`config.mk`:
```
export PLATFORM = sky130hd
export DESIGN_NAME = load_store_unit_flat
export DESIGN_NICKNAME = d
export VERILOG_FILES = /design/src/rtl/load_store_unit_if.sv /design/src/rtl/load_store_unit.sv /design/src/flat_wrapper.sv
export SDC_FILE = /design/constraint.sdc
export NUM_CORES = 1
export LEC_CHECK = 0
export ABC_AREA = 0
export CAP_MARGIN = 20
export CELL_PAD_IN_SITES_DETAIL_PLACEMENT = 1
export CELL_PAD_IN_SITES_GLOBAL_PLACEMENT = 2
export CORE_ASPECT_RATIO = 0.6
export CORE_MARGIN = 2
export CORE_UTILIZATION = 26
export DETAILED_ROUTE_END_ITERATION = 16
export GPL_TIMING_DRIVEN = 1
export PLACE_DENSITY = 0.9
export REMOVE_ABC_BUFFERS = 1
export SETUP_SLACK_MARGIN = 0.02
export SYNTH_ARGS = -nofsm -noshare
export SYNTH_HDL_FRONTEND = slang
export SYNTH_SLANG_ARGS = --single-unit
```
`constraint.sdc`:
```
create_clock -name clk -period 4.2 [get_ports clk]
set_clock_uncertainty 0.05 [all_clocks]
set_input_delay 0.63 -clock clk [delete_from_list [all_inputs] [get_ports clk]]
set_output_delay 0.63 -clock clk [all_outputs]
set_load 0.02 [all_outputs]
```
`src/rtl/load_store_unit_if.sv`:
```
// Data-memory bus between the load/store unit (master) and data memory (slave).
// Single request/response transaction per access: valid/ready request, rvalid response.
interface load_store_unit_if #(
  parameter int unsigned XLEN = 32
) ();
  localparam int unsigned STRB_W = XLEN / 8;

  logic              bus_valid;
  logic              bus_ready;
  logic              bus_we;
  logic [XLEN-1:0]   bus_addr;
  logic [STRB_W-1:0] bus_wstrb;
  logic [XLEN-1:0]   bus_wdata;
  logic              bus_rvalid;
  logic [XLEN-1:0]   bus_rdata;

  modport master (
    output bus_valid, bus_we, bus_addr, bus_wstrb, bus_wdata,
    input  bus_ready, bus_rvalid, bus_rdata
  );

  modport slave (
    input  bus_valid, bus_we, bus_addr, bus_wstrb, bus_wdata,
    output bus_ready, bus_rvalid, bus_rdata
  );
endinterface

```
`src/rtl/load_store_unit.sv`:
```
// Load/store responder for the single-cycle core: one bus transaction per access,
// stalls the core until completion and faults misaligned/illegal accesses without bus activity.
module load_store_unit #(
  parameter int unsigned XLEN = 32
) (
  input  logic              clk,
  input  logic              rst,
  input  logic              req_valid,
  input  logic              req_we,
  input  logic [2:0]        req_funct3,
  input  logic [XLEN-1:0]   req_addr,
  input  logic [XLEN-1:0]   req_wdata,
  output logic              stall,
  output logic              done,
  output logic              fault,
  output logic [XLEN-1:0]   rdata,
  load_store_unit_if.master bus
);
  localparam int unsigned STRB_W = XLEN / 8;

  typedef enum logic [1:0] {IDLE, REQ, RESP, DONE} state_t;

  state_t            state;
  logic              we_q;
  logic [2:0]        funct3_q;
  logic [1:0]        off_q;

  logic              legal;
  logic              misaligned;
  logic              bad;
  logic              accept;
  logic [STRB_W-1:0] wstrb_n;
  logic [XLEN-1:0]   wdata_n;
  logic [XLEN-1:0]   shifted;
  logic [XLEN-1:0]   load_val;

  // Request decode: legality, alignment and handshake to the core
  always_comb begin
    legal = 1'b0;
    case (req_funct3)
      3'b000, 3'b001, 3'b010: legal = 1'b1;
      3'b100, 3'b101:         legal = ~req_we;
      default:                legal = 1'b0;
    endcase
    misaligned = ((req_funct3[1:0] == 2'b01) && req_addr[0]) ||
                 ((req_funct3[1:0] == 2'b10) && (req_addr[1:0] != 2'b00));
    bad    = ~legal | misaligned;
    accept = ~rst && (state == IDLE) && req_valid && ~bad;
    stall  = ~rst && (accept || (state == REQ) || (state == RESP));
    fault  = ~rst && (state == IDLE) && req_valid && bad;
  end

  // Store lane placement: strobes follow the byte offset, data is replicated across lanes
  always_comb begin
    wstrb_n = '0;
    wdata_n = '0;
    if (req_we) begin
      case (req_funct3[1:0])
        2'b00: begin
          wstrb_n = STRB_W'(1) << req_addr[1:0];
          wdata_n = {(STRB_W){req_wdata[7:0]}};
        end
        2'b01: begin
          wstrb_n = STRB_W'(3) << req_addr[1:0];
          wdata_n = {(STRB_W/2){req_wdata[15:0]}};
        end
        default: begin
          wstrb_n = '1;
          wdata_n = req_wdata;
        end
      endcase
    end
  end

  // Load extraction: align the addressed lane to bit 0, then extend
  always_comb begin
    shifted = bus.bus_rdata >> {off_q, 3'b000};
    case (funct3_q)
      3'b000:  load_val = {{(XLEN-8){shifted[7]}}, shifted[7:0]};
      3'b001:  load_val = {{(XLEN-16){shifted[15]}}, shifted[15:0]};
      3'b100:  load_val = XLEN'(shifted[7:0]);
      3'b101:  load_val = XLEN'(shifted[15:0]);
      default: load_val = shifted;
    endcase
  end

  always_ff @(posedge clk) begin
    if (rst) begin
      state         <= IDLE;
      done          <= 1'b0;
      rdata         <= '0;
      we_q          <= 1'b0;
      funct3_q      <= '0;
      off_q         <= '0;
      bus.bus_valid <= 1'b0;
      bus.bus_we    <= 1'b0;
      bus.bus_addr  <= '0;
      bus.bus_wstrb <= '0;
      bus.bus_wdata <= '0;
    end else begin
      done <= 1'b0;
      case (state)
        IDLE: begin
          if (accept) begin
            we_q          <= req_we;
            funct3_q      <= req_funct3;
            off_q         <= req_addr[1:0];
            bus.bus_valid <= 1'b1;
            bus.bus_we    <= req_we;
            bus.bus_addr  <= {req_addr[XLEN-1:2], 2'b00};
            bus.bus_wstrb <= wstrb_n;
            bus.bus_wdata <= wdata_n;
            state         <= REQ;
          end
        end
        REQ: begin
          if (bus.bus_ready) begin
            bus.bus_valid <= 1'b0;
            bus.bus_we    <= 1'b0;
            bus.bus_wstrb <= '0;
            if (we_q) begin
              done  <= 1'b1;
              state <= DONE;
            end else begin
              state <= RESP;
            end
          end
        end
        RESP: begin
          if (bus.bus_rvalid) begin
            rdata <= load_val;
            done  <= 1'b1;
            state <= DONE;
          end
        end
        DONE:    state <= IDLE;
        default: state <= IDLE;
      endcase
    end
  end
endmodule

```
`src/flat_wrapper.sv`:
```
// flat-port wrapper written by rule: the top's interface ports become plain ports
module load_store_unit_flat 
#(
  parameter int unsigned XLEN = 32
)
  (clk, rst, req_valid, req_we, req_funct3, req_addr, req_wdata, stall, done, fault, rdata, bus_bus_valid, bus_bus_we, bus_bus_addr, bus_bus_wstrb, bus_bus_wdata, bus_bus_ready, bus_bus_rvalid, bus_bus_rdata);
  load_store_unit_if #(.XLEN(XLEN)) bus_i ();
  input  logic clk;
  input  logic rst;
  input  logic req_valid;
  input  logic req_we;
  input  logic [2:0] req_funct3;
  input  logic [XLEN-1:0] req_addr;
  input  logic [XLEN-1:0] req_wdata;
  output logic stall;
  output logic done;
  output logic fault;
  output logic [XLEN-1:0] rdata;
  output wire logic [$bits(bus_i.bus_valid)-1:0] bus_bus_valid;
  output wire logic [$bits(bus_i.bus_we)-1:0] bus_bus_we;
  output wire logic [$bits(bus_i.bus_addr)-1:0] bus_bus_addr;
  output wire logic [$bits(bus_i.bus_wstrb)-1:0] bus_bus_wstrb;
  output wire logic [$bits(bus_i.bus_wdata)-1:0] bus_bus_wdata;
  input wire logic [$bits(bus_i.bus_ready)-1:0] bus_bus_ready;
  input wire logic [$bits(bus_i.bus_rvalid)-1:0] bus_bus_rvalid;
  input wire logic [$bits(bus_i.bus_rdata)-1:0] bus_bus_rdata;
  assign bus_bus_valid = bus_i.bus_valid;
  assign bus_bus_we = bus_i.bus_we;
  assign bus_bus_addr = bus_i.bus_addr;
  assign bus_bus_wstrb = bus_i.bus_wstrb;
  assign bus_bus_wdata = bus_i.bus_wdata;
  assign bus_i.bus_ready = bus_bus_ready;
  assign bus_i.bus_rvalid = bus_bus_rvalid;
  assign bus_i.bus_rdata = bus_bus_rdata;
  load_store_unit #(.XLEN(XLEN)) u_core (.clk(clk), .rst(rst), .req_valid(req_valid), .req_we(req_we), .req_funct3(req_funct3), .req_addr(req_addr), .req_wdata(req_wdata), .stall(stall), .done(done), .fault(fault), .rdata(rdata), .bus(bus_i));
endmodule
```
==> impl_metrics.py, run 1 <==
metrics = {
    "status": {
        "status": "finished, final reports clean",
    },
    "finish": {
        "n_fill_cell": 2084,
        "drive_above_1_share_pct": 6.18,
        "utilization_pct": 40.8,
        "final_cells": 969,
        "design.final.nets": 833,
        "area_growth_pct": 52.1,
    },
    "setup_path": {
        "timing.rr.start": "u_core.state[0]",
        "worstPathRequired_ns": 3.52,
        "worstSetupPathType": "input port to output pin",
        "critPathSlowestCell": "clkdlybuf4s50_1",
        "crit_chain": "clkdlybuf4s50_1 > nor4_4 > o21ai_2 > a21oi_1 > clkdlybuf4s50_1",
        "arrival_ns": 2.59,
        "startpoint": "req_addr[1]",
        "cp-end-kind": "output pin",
        "critPathMaxStageDelay_ns": 0.64,
        "cp_common_cell": "clkdlybuf4s50_1",
        "crit_fanout": 7,
        "cp-start-kind": "input port",
    },
    "clock_network": {
        "cts_htree_levels": 3,
        "cts_root_buffer": "clkbuf_16",
        "post_cts_buffers": 0,
        "cts_tree": "yes",
        "clk_latency_ns": 0.34,
        "clock_path_buffers": 2,
        "cts_made_buffers": 9,
        "cts-resized-gates": 0,
        "cts.reportedPaths.clkPinSlew_ns": 0.08,
        "postCtsHoldBufs": 0,
        "numClockSinks": 109,
    },
    "sta": {
        "hold_viol_final": 0,
        "finalSetupTns_ns": 0,
        "slew-limit-headroom_pct": 29.1,
        "fin_crit_ns": 3.27,
        "fin_crit_sh_pct": 77.9,
        "slew_violations": 0,
        "tightest_slew_ns": 1.06,
        "fmax_mhz": 306,
        "rsz0062_at_grt": "false",
        "setup_viol": 0,
    },
    "placed_design": {
        "dp_cells": 952,
        "portBuffers": 207,
        "routabilityCongestion": 0.776,
        "place.detailed.hpwl_um": 13400,
    },
    "floorplanning": {
        "die_width_um": 181,
        "ioPinCount": 210,
        "die_h_um": 110,
        "core_um2": 18300,
        "fp-row-count": 38,
        "initial_utilization_pct": 26.8,
        "die-area_um2": 20000,
    },
    "min_path": {
        "min_from": "u_core.bus.bus_we",
        "worstHoldPathType": "register to register",
    },
    "detailed_routing": {
        "num_vias": 4707,
        "dr_wl_met2_um": 7850,
        "wl_per_cell_um": 18.4,
        "routed-wl-met3_um": 1300,
        "wl_met1_um": 8500,
        "drc": 0,
        "ant_nets": 0,
        "drt-pass1-iter-count": 4,
        "highest_layer": "met4",
        "drt-initial-drc-count": 255,
        "viasPerCell": 4.86,
        "wl_um": 17800,
    },
    "power": {
        "combinationalPowerShare_pct": 26.0,
        "p_per_area_nw_per_um2": 373,
        "net-switching-power_uw": 852,
        "ir_drop_uv": 205,
        "seq_power_share_pct": 42.1,
        "p_clk_share_pct": 31.9,
        "power_uw": 2770,
        "power_leakage_uw": 0.00279,
        "sw_frac_of_total_pct": 30.7,
        "intPower_uw": 1920,
    },
    "logic_synthesis": {
        "synth.cell_area_um2": 4890,
        "synth_cell_type_count": 42,
        "ys_seq_area_share_pct": 44.6,
        "synth_ff_type": "dfxtp_1",
        "netlist_instances": 541,
        "synth-edff-count": 0,
        "async_reset_ff_share_pct": 0,
        "postSynthAreaPerCell_um2": 9.05,
        "ys_warn_count": 0,
        "ys_seq_elements": 109,
    },
    "grt": {
        "first_global_vias": 4964,
        "overflow": 0,
        "antenna_found_initial": 1,
        "grt_max_degree": 73,
        "grt_pass1_wl_um": 27900,
        "track_usage_pct": 17.7,
    },
    "job": {
        "cap_viol_max_count": 0,
    },
}
==> cell usage in the layout (no fill, tap or decap), types with 2 or more instances in the layout <==
cell / instances
clkdlybuf4s50_1: 206
dfxtp_1: 109
nand2_1: 95
mux2i_1: 39
a21oi_1: 37
nor2_1: 36
nand3b_1: 35
o2bb2ai_1: 26
a22o_1: 18
a211oi_1: 18
nor3_1: 12
clkbuf_16: 10
buf_4: 10
o21ai_0: 9
mux2_2: 9
o211ai_1: 8
nor2b_1: 6
inv_1: 4
ha_1: 4
nand2b_1: 3
a21o_1: 3
and2_1: 2
nand3_1: 2
mux4_2: 2
conb_1: 2
clkinv_4: 2
==> per-layer routing <==
| metal | vias up | track usage (%) |
|---|---|---|
| li1 | 2276 | - |
| met1 | 2293 | 23.9 |
| met2 | 128 | 27.8 |
| met3 | 10 | 5.65 |
| met4 | 0 | 3.72 |
| met5 | - | 0 |
==> per-stage QoR <==
stage	worst slack [ns]	area (um^2)	hold WS, ns
2_1_floorplan	1.15	4670	0.394
3_3_place_gp	0.942	7120	0.387
3_5_place_dp	0.918	7120	0.399
4_1_cts	0.916	7420	0.417
5_1_grt	0.843	7440	0.441
6_report	0.930	7450	0.416
==> cell usage after synthesis (2+ instances only) <==
library cell    n  share of area, %
buf_1           2              0.15
o211ai_1        8               1.2
and2_1          2              0.26
a22o_1         18               3.2
a21oi_1        37               3.8
mux2i_1        39               8.0
mux4_2          2              0.92
mux2_2          9               2.1
nand2b_1        3              0.38
a21o_1          3              0.46
o2bb2ai_1      26               4.7
nand3_1         2              0.20
o21ai_0         9              0.92
nor2_1         37               2.8
clkbuf_1       22               1.7
buf_4           3              0.46
dfxtp_1       109                45
buf_2          18               1.8
a211oi_1       18               2.8
ha_1            4               1.0
inv_1           4              0.31
nand3b_1       35               5.4
nor3_1         12               1.2
nand2_1        95               7.3
buf_6           2              0.46
nor2b_1         6              0.77
==> state kept, by name (all words and copies together) (netlist names) <==
| register | cells |
|---|---|
| u_core.funct3_q | 3 |
| u_core.rdata | 32 |
| u_core.off_q | 2 |
| u_core.bus.bus_valid | 1 |
| u_core.bus.bus_addr | 30 |
| u_core.bus.bus_we | 1 |
| u_core.we_q | 1 |
| u_core.done | 1 |
| u_core.bus.bus_wdata | 32 |
| u_core.bus.bus_wstrb | 4 |
| u_core.state | 2 |
==> worst max-delay path, delay by kind of cell <==
kind | cells | cell delay, ns
AOI/OAI and AO/OA | 2 | 0.31
buffers and inverters | 2 | 1.19
and+or+nand+nor | 1 | 0.45
==> layout make-up <==
| class | instances | area [um^2] | share of cell area (%) |
|---|---|---|---|
| multi-input combinational | 382 | 2480 | 33.3 |
| sequential | 109 | 2180 | 29.3 |
| timing repair buffer | 218 | 2170 | 29.1 |
| tap | 240 | 300 | 4.03 |
| clock buffer | 9 | 225 | 3.02 |
| clock inverter | 6 | 72.6 | 0.974 |
| inverter | 4 | 15.0 | 0.202 |
| antenna | 1 | 2.50 | 0.0336 |
==> worst paths after layout <==
check	endpoint	slack [ns]	depth (start not counted)
max	stall	0.93	5
min	u_core.bus.bus_we	0.42	1
max reg2reg	u_core.bus.bus_wdata[27]	1.88	8
min reg2reg	u_core.bus.bus_we	0.42	1
==> power by group through the flow <==
stage	sequential (uW)	clock (uW)	combinational, uW
after detailed placement	1190	0	720
after global routing	1180	950	780
after global placement	1190	0	699
after floorplan	1270	0	254
final	1170	885	722
after CTS	1170	912	723
==> kinds of logic (layout without fill, tap and decap cells) <==
family          after synthesis  in the layout  synth area share [%]
mux                          51             51                  11.3
other cells                   1              3                0.0766
flops                       109            109                  44.6
fa+ha+maj                     4              4                  1.02
buf+inv                      51            237                  4.91
compound gates              127            127                  18.7
simple gates                198            198                  19.5
No activity file was read; power rests on OpenSTA's default activity.
==> run 2, diff against run 1 <==
CORE_UTILIZATION = 22   (was 26)
PLACE_DENSITY = 0.81   (was 0.9)
clock period = 2.6 ns   (was 4.2 ns; I/O delays follow)
==> run 2 against run 1 <==
Final cell count is 5.9% higher. Critical path depth is 1 higher. Power is 59% higher. Count of clock-buffer cells in the layout is 3 higher. Die area is 18% higher. Core utilization is 6.3 points lower. Via count is 2.3% lower. Hold slack worse by 0.017 ns. Global-route usage is 2.1 points lower. Sequential cell count stayed put. Routed wire length is 0.46% higher. Highest routed layer unchanged.
==> impl_metrics.py, run 2 (synthesis results as in run 1) <==
metrics = {
    "finish": {
        "area_growth_pct": 54.6,
        "layout_commonest_cell": "clkdlybuf4s50_1",
        "drive_above_1_share_pct": 7.57,
        "design.final.nets": 844,
        "diodes": 0,
        "largest_registers": "u_core.bus.bus_wdata (32), u_core.rdata (32), u_core.bus.bus_addr (30)",
        "layout_common_cells": "clkdlybuf4s50_1, dfxtp_1, nand2_1",
        "n_fill_cell": 2544,
    },
    "power": {
        "power_uw": 4410,
        "seq_power_share_pct": 42.6,
        "power_leakage_uw": 0.00284,
        "intPower_uw": 3060,
        "combinationalPowerShare_pct": 26.8,
        "p_clk_share_pct": 30.6,
        "p_per_area_nw_per_um2": 582,
        "ir_drop_uv": 300,
        "net-switching-power_uw": 1350,
        "sw_frac_of_total_pct": 30.7,
    },
    "status": {
        "status": "finished, final reports clean",
    },
    "detailed_routing": {
        "viasPerCell": 4.48,
        "wl_per_cell_um": 17.4,
        "drt-pass1-iter-count": 4,
        "drc": 0,
        "num_vias": 4599,
        "wl_um": 17900,
        "ant_nets": 0,
        "drt-initial-drc-count": 167,
    },
    "floorplanning": {
        "die-area_um2": 23500,
        "die_width_um": 197,
        "fp-row-count": 42,
        "initial_utilization_pct": 22.3,
        "die_h_um": 120,
        "ioPinCount": 210,
        "core_um2": 21900,
    },
    "clock_network": {
        "cts_tree": "yes",
        "post_cts_buffers": 0,
        "numClockSinks": 109,
        "cts_made_buffers": 9,
        "cts.reportedPaths.clkPinSlew_ns": 0.07,
        "cts_root_buffer": "clkbuf_16",
        "clock_path_buffers": 2,
        "clk_latency_ns": 0.36,
        "cts_htree_levels": 3,
    },
    "min_path": {
        "min_to": "u_core.we_q",
        "hold_path_depth": 3,
        "worstHoldPathType": "input port to register",
        "min_from": "rst",
    },
    "grt": {
        "track_usage_pct": 15.5,
        "antenna_found_initial": 0,
        "grt_pass1_wl_um": 27900,
        "overflow": 0,
        "first_global_vias": 4756,
        "grt_max_degree": 71,
    },
    "sta": {
        "slew-limit-headroom_pct": 33.0,
        "hold_slack_ns": 0.399,
        "setup_viol": 0,
        "timing.final.ws_setup_ns": 0.184,
        "fin_crit_ns": 2.42,
        "fmax_mhz": 414,
        "slew_violations": 0,
        "tightest_slew_ns": 1.00,
        "hold_viol_final": 0,
        "rsz0062_at_grt": "false",
        "fin_crit_sh_pct": 92.9,
    },
    "setup_path": {
        "crit_chain": "inv_1 > ha_1 > and3b_1 > o21ai_4 > a21oi_1 > dlygate4sd2_1",
        "cp-end-kind": "output pin",
        "path_delay_family": "buffers and inverters",
        "cp-start-kind": "register",
        "critPathBufInv": 2,
        "worstPathRequired_ns": 2.16,
        "crit_fanout": 5,
        "critPathMaxStageDelay_ns": 0.36,
        "timing.rr.start": "u_core.off_q[0]",
        "rr_worst_depth": 5,
        "arrival_ns": 1.98,
        "worstSetupPathType": "register to output pin",
        "reg2reg_slack_ns": 0.36,
        "worstReg2RegEnd": "u_core.rdata[18]",
        "critPathSlowestCell": "dlygate4sd2_1",
    },
    "placed_design": {
        "place_ws_ns": -0.0565,
        "routabilityCongestion": 0.751,
        "portBuffers": 207,
        "place.detailed.hpwl_um": 13200,
    },
    "job": {
        "cap_viol_max_count": 0,
    },
}
[run 2: power by group through the flow]
| stage | Clock [uW] | Sequential [uW] | Combinational (uW) |
|---|---|---|---|
| CTS | 1410 | 1880 | 1190 |
| floorplan | 0 | 2050 | 410 |
| finish | 1350 | 1880 | 1180 |
| global placement | 0 | 1910 | 1190 |
| global route | 1480 | 1900 | 1280 |
| detailed placement | 0 | 1920 | 1190 |
[run 2: layout make-up]
cell class                 instances  area (um^2)  share of cell area, %
tap                              286          358                   4.73
timing repair buffer             229         2240                   29.6
inverter                           4         15.0                  0.198
sequential                       109         2180                   28.8
clock buffer                      12          256                   3.39
multi-input combinational        382         2490                   32.9
clock inverter                     4         22.5                  0.298
[run 2: per-layer routing]
layer / GRT usage [%] / share of wire [%] / vias to the layer above
li1: - / - / 2301
met4: 3.65 / 1.1 / 0
met2: 21.0 / 39 / 109
met5: 0 / 0 / -
met3: 5.65 / 7.4 / 13
met1: 23.0 / 52 / 2176
[run 2: worst min-delay path: stages]
cell     delay, ns
buf_2         0.14
buf_4         0.17
a21oi_1       0.05
[run 2: what timing repair did]
action                     CTS  global route
resized for setup            2             0
setup endpoints to repair    2             0
hold buffers                 0             0
[run 2: worst max-delay path by stage]
stage	start	endpoint	slack (ns)	depth (start not counted)
after CTS	u_core.state[0]	stall	0.15	6
after detailed placement	req_funct3[0]	fault	-0.06	5
after global placement	req_funct3[2]	stall	-0.1	5
after floorplan	u_core.state[0]	u_core.bus.bus_wdata[24]	-0.26	6
after global routing	u_core.state[0]	stall	0.06	6
final	u_core.state[0]	stall	0.18	6
[run 2: through the flow]
step,area [um^2],cells,TNS (ns),util [%]
floorplan,4670,495,-6.69,-
global placement,7290,1010,-0.157,33.3
detailed placement,7290,1010,-0.111,33.3
CTS,7570,1026,0,34.5
global route,7570,1026,0,34.5
finish,7570,1026,0,34.5
